<file path="src/rtl/addr_burst_gen.sv">
// addr_burst_gen: sequential address burst generator.
// Accepts a burst command (start address, beat count, direction) and emits
// one address per beat on a valid/ready stream, stepping by +1 or -1 modulo
// 2^AW. Tracks remaining beats, flags the last beat and wrap-around, and
// reports completion or abort with a one-cycle done pulse.
module addr_burst_gen #(
   parameter int AW = 16,
   parameter int LW = 16
) (
   input  logic          clk,
   input  logic          rst_n,
   input  logic          start_valid,
   output logic          start_ready,
   input  logic [AW-1:0] start_addr,
   input  logic [LW-1:0] start_len,
   input  logic          start_dir,
   input  logic          abort,
   output logic          addr_valid,
   input  logic          addr_ready,
   output logic [AW-1:0] addr,
   output logic          addr_last,
   output logic          addr_wrap,
   output logic          done,
   output logic          aborted,
   output logic          busy
);

   localparam logic [0:0] IDLE = 1'b0;
   localparam logic [0:0] RUN  = 1'b1;

   logic [0:0]    state_r, state_s;
   logic [AW-1:0] addr_r, addr_s;
   logic [LW-1:0] rem_r, rem_s;
   logic          dir_r, dir_s;
   logic          wrap_r, wrap_s;
   logic          done_r, done_s;
   logic          aborted_r, aborted_s;
   logic          beat_s;
   logic [AW:0]   step_s;

   // +/-1 step of width AW; bit AW is the carry/borrow out of the MSB,
   // which is set exactly when the step crosses the 0 / all-ones boundary.
   function automatic logic [AW:0] step_addr(input logic [AW-1:0] a, input logic d);
      logic [AW:0] one;
      one = {{AW{1'b0}}, 1'b1};
      if (d == 1'b0) begin
         step_addr = {1'b0, a} + one;
      end else begin
         step_addr = {1'b0, a} - one;
      end
   endfunction

   // Next-state and datapath decisions for the burst FSM.
   always_comb begin
      state_s   = state_r;
      addr_s    = addr_r;
      rem_s     = rem_r;
      dir_s     = dir_r;
      wrap_s    = wrap_r;
      done_s    = 1'b0;
      aborted_s = 1'b0;
      beat_s    = (state_r == RUN) && addr_ready;
      step_s    = step_addr(addr_r, dir_r);

      case (state_r)
         IDLE: begin
            if (start_valid) begin
               if (start_len != {LW{1'b0}}) begin
                  state_s = RUN;
                  addr_s  = start_addr;
                  rem_s   = start_len;
                  dir_s   = start_dir;
                  wrap_s  = 1'b0;
               end else begin
                  // Empty burst: no beats, just report completion.
                  done_s = 1'b0 | 1'b1;
               end
            end else begin
               state_s = IDLE;
            end
         end
         RUN: begin
            if (abort) begin
               // Abort wins over stepping; a beat in this cycle still counts.
               state_s   = IDLE;
               rem_s     = {LW{1'b0}};
               wrap_s    = 1'b0;
               done_s    = 1'b1;
               aborted_s = 1'b1;
            end else if (beat_s) begin
               if (rem_r == LW'(1)) begin
                  state_s = IDLE;
                  rem_s   = {LW{1'b0}};
                  wrap_s  = 1'b0;
                  done_s  = 1'b1;
               end else begin
                  addr_s = step_s[AW-1:0];
                  rem_s  = rem_r - LW'(1);
                  wrap_s = step_s[AW];
               end
            end else begin
               // Stalled: hold address, last and wrap.
               state_s = RUN;
            end
         end
         default: begin
            state_s = IDLE;
         end
      endcase
   end

   // State and datapath registers with asynchronous active-low reset.
   always_ff @(posedge clk or negedge rst_n) begin
      if (!rst_n) begin
         state_r   <= IDLE;
         addr_r    <= {AW{1'b0}};
         rem_r     <= {LW{1'b0}};
         dir_r     <= 1'b0;
         wrap_r    <= 1'b0;
         done_r    <= 1'b0;
         aborted_r <= 1'b0;
      end else begin
         state_r   <= state_s;
         addr_r    <= addr_s;
         rem_r     <= rem_s;
         dir_r     <= dir_s;
         wrap_r    <= wrap_s;
         done_r    <= done_s;
         aborted_r <= aborted_s;
      end
   end

   // Outputs decode only from registers, never from inputs.
   assign start_ready = (state_r == IDLE);
   assign busy        = (state_r == RUN);
   assign addr_valid  = (state_r == RUN);
   assign addr        = addr_r;
   assign addr_last   = (state_r == RUN) && (rem_r == LW'(1));
   assign addr_wrap   = wrap_r;
   assign done        = done_r;
   assign aborted     = aborted_r;

endmodule

</file>
<file path="config.mk">
export PLATFORM = sky130hd
export DESIGN_NAME = addr_burst_gen
export DESIGN_NICKNAME = d
export VERILOG_FILES = /design/src/rtl/addr_burst_gen.sv
export SDC_FILE = /design/constraint.sdc
export NUM_CORES = 1
export LEC_CHECK = 0
export ABC_AREA = 1
export CAP_MARGIN = 40
export CORE_MARGIN = 5
export CORE_UTILIZATION = 48
export DETAILED_ROUTE_END_ITERATION = 16
export PLACE_DENSITY = 0.88
export SYNTH_ARGS = -nofsm -noshare
export SYNTH_HDL_FRONTEND = slang
export SYNTH_SLANG_ARGS = --single-unit
</file>
<file path="constraint.sdc">
create_clock -name clk -period 2 [get_ports clk]
set_input_delay 0.6 -clock clk [delete_from_list [all_inputs] [get_ports clk]]
set_output_delay 0.6 -clock clk [all_outputs]
set_load 0.02 [all_outputs]
</file>
==> flow_summary_export.csv <==
group,metric,value,unit
status,outcome,"complete, but fails checks",
status,violations,"negative setup slack",
placed_design,portBuffers,60,
global_routing,grt_max_degree,38,
sta,skew,0.00878,ns
sta,finalCritPeriodShare,1.06,
synth,synth_xor_area_frac,0.0317,
cts,clock_path_buffers,2,
sta,rsz0062_at_grt,"true",
synth,synth_top_area_cell,"dfrtp_1",
critical_path,cp.required,1.40,ns
synth,syn_nets,570,
cts,numCtsBuffers,5,
placed_design,dp_cells,694,
critical_path,cpLargestDelayFamily,"simple AND/OR/NAND/NOR gates",
critical_path,start_kind,"flip-flop",
critical_path,critPathArrivalTime,1.51,ns
layout,layout.area.seq,927,um2
floorplan,core.rowCount,30,
drt,wire_per_inst,13.5,um
critical_path,worstSetupEndpointType,"primary output",
cts,cts_hold_buf,0,
synth,synth_fa_ha_area_frac,0.0702,
placed_design,placed_area,0.00434,mm2
synth,synth_top_family_by_area,"simple AND/OR/NAND/NOR gates",
critical_path,critPathSlowestCell,"dfrtp_1",
synth,syn_area,0.00331,mm2
placed_design,gp_congestion,0.943,
floorplan,dieWidth,93.1,um
drt,drt-initial-drc-count,182,
floorplan,ios,61,
layout,syn_to_final_growth,40.7,%
floorplan,die_h,93.1,um
synth,synth_edf_count,0,
global_routing,grt_pass1_wl,15.7,mm
global_routing,grt_overflow,0,
cts,cts-htree-levels,2,
layout,fin_cells,706,
synth,seq_area_frac_synth,0.279,
cts,cts_num_sinks,37,
critical_path,worst-setup-path-type,"flip-flop to primary output",
layout,final_nets,682,
sta,report.final.hold_viol_count,0,
floorplan,core,0.00676,mm2
synth,synth_top_area_frac,0.279,
layout,antennaDiodeCount,0,
run,maxCapViolCount,0,
drt,drt_pass1_iterations,5,
sta,max_slew_margin,0.662,
synth,synth_area_per_cell,6.45,um2
critical_path,cpPeakStageDelay,0.40,ns
synth,synth.distinct_cells,36,
global_routing,antenna_found_initial,0,
synth,yosysWarnings,0,
sta,tns,-0.112,ns
cts,worstSkewPairLatency,0.29,ns
drt,wirelength,9.53,mm
synth,ys_ff_latch,37,
synth,synth_flop_cell,"dfrtp_1",
drt,ant_nets,0,
sta,hold_ws,0.356,ns
sta,max_freq,0.474,GHz
power,total_power,0.00642,W
layout,final_area,0.00466,mm2
synth,synth_compound_area_frac,0.0740,
sta,finalCriticalPeriod,2.11,ns
critical_path,critPathMaxFanout,2,
synth,synthArstFlopShare,1.00,
cts,root_buffer,"clkbuf_8",
sta,tightest_slew,0.508,ns
sta,setup_slack,-0.112,ns
layout,drive_gt1_frac,0.211,
global_routing,grt_pass1_vias,3641,
synth,synthMuxAreaShare,0,
synth,synthSimpleGateAreaFrac,0.442,
power,powerDensity,1380,mW/mm2
floorplan,initial_core_util,0.491,
sta,maxSlewViolCount,0,
synth,ys_top_cells_by_area,"dfrtp_1 28%, nand2_1 21%, nand3_1 7.1%",
placed_design,dp_hpwl,7.19,mm
global_routing,grtUsageTotal,0.220,
layout,multi_input_area,0.00223,mm2
synth,netlist_instances,514,
cts,clk_pin_slew,0.08,ns
layout,fillers,555,
hold_path,hp-class,"input port to asynchronous set/reset pin",
drt,drc,0,
sta,setup_viol,1,
critical_path,cp_cell_sequence,"inv_2 > ha_4 > nand2_4 > nor2_4 > nand4_1 > nor3_2 > buf_4",
drt,num_vias,3733,
power,p_leak,2.41,nW
drt,via_per_inst,5.29,
critical_path,cp.buffers_inverters,2,
floorplan,dieArea,0.00867,mm2
cts,cts_tree,"built",
power,peakVddDrop,0.534,mV
==> through the flow <==
step,utilization,setup slack [ns]
global route,0.690,-0.222
CTS,0.659,-0.176
finish,0.690,-0.112
detailed placement,0.643,-0.314
floorplan,-,0.102
global placement,0.643,-0.291
==> repair_timing <==
item	4_1_cts	5_1_grt
buffers inserted	2	3
pin swaps	3	8
resized for setup	13	35
hold endpoints to repair	0	0
endpoints found under the setup margin	4	17
==> sequential cells by signal, summed over array words and instances (netlist names) <==
| name | count |
|---|---|
| addr | 16 |
| rem_r | 16 |
| aborted | 1 |
| addr_valid | 1 |
| addr_wrap | 1 |
| dir_r | 1 |
| done | 1 |
==> worst reg2reg max path, cell delays in order, from the launching register on <==
cell     delay (ns)
dfrtp_2        0.44
buf_12         0.16
ha_1           0.35
nand2_2        0.13
inv_1          0.06
a21oi_2        0.17
nor2_1         0.06
nor2_1         0.12
nand3_1        0.11
nand3_2        0.10
nand2_1        0.06
==> layout make-up <==
class	instances	share of cell area
Clock buffer	7	0.0185
Multi-Input combinational cell	401	0.479
Sequential cell	37	0.199
Inverter	64	0.0521
Timing Repair Buffer	117	0.231
Tap cell	80	0.0215
==> path summary, 6_finish.rpt <==
| path | depth (start not counted) | slack (ns) | start | to |
|---|---|---|---|---|
| worst min register to register | 2 | 0.50 | addr_wrap | addr_wrap |
| min in group clk | 2 | 0.50 | addr_wrap | addr_wrap |
| max in group asynchronous | 2 | 1.26 | rst_n | dir_r |
| worst min-delay path | 2 | 0.36 | rst_n | addr[9] |
| worst max register to register | 10 | 0.13 | dir_r | addr_wrap |
| worst max-delay path | 7 | -0.11 | rem_r[1] | addr_last |
==> power by group <==
group	total, W	leakage (nW)	internal, W	switching [W]
clock network	0.000553	0.0443	0.000274	0.000279
logic	0.00457	1.90	0.00198	0.00259
registers	0.00130	0.457	0.00102	0.000277
total	0.00642	2.41	0.00327	0.00314
==> synth_stat cells (6+ instances only) <==
library cell	count
nand2_1	186
dfrtp_1	37
nand3_1	47
buf_6	6
ha_1	17
nor2_2	6
nor2_1	59
inv_1	60
nand2_2	6
xor2_1	8
a21oi_1	18
o21ai_0	11
==> metal layers <==
layer,up-vias,global-route usage,share of wire
li1,1844,-,-
met1,1750,0.242,0.39
met2,113,0.423,0.53
met3,26,0.0402,0.052
met4,0,0.0708,0.024
met5,-,0,0
==> logic make-up (layout without fill, tap and decap cells) <==
family | after synthesis | count (layout)
AO/OA/AOI/OAI | 39 | 39
adder cells (fa/ha/maj) | 18 | 18
flip-flops | 37 | 37
buffers and inverters | 76 | 188
XOR/XNOR | 12 | 12
AND/OR/NAND/NOR | 332 | 332
==> cell usage in the layout, fill, tap and decap left out, types with 3 or more instances in the layout <==
| cell type | instances |
|---|---|
| a21oi_1 | 15 |
| a21oi_2 | 3 |
| buf_12 | 4 |
| buf_4 | 54 |
| clkbuf_8 | 6 |
| clkdlybuf4s50_1 | 52 |
| dfrtp_1 | 36 |
| dlygate4sd2_1 | 3 |
| dlymetal6s2s_1 | 3 |
| ha_1 | 6 |
| ha_2 | 3 |
| ha_4 | 8 |
| inv_1 | 59 |
| inv_2 | 4 |
| nand2_1 | 181 |
| nand2_2 | 10 |
| nand2_4 | 3 |
| nand3_1 | 46 |
| nand3_2 | 6 |
| nand4_1 | 5 |
| nor2_1 | 51 |
| nor2_2 | 12 |
| nor2_4 | 4 |
| nor3_2 | 3 |
| o211ai_2 | 5 |
| o21ai_0 | 11 |
| xnor2_1 | 4 |
| xor2_1 | 8 |
Note: power is estimated with default switching activity, not from simulation.
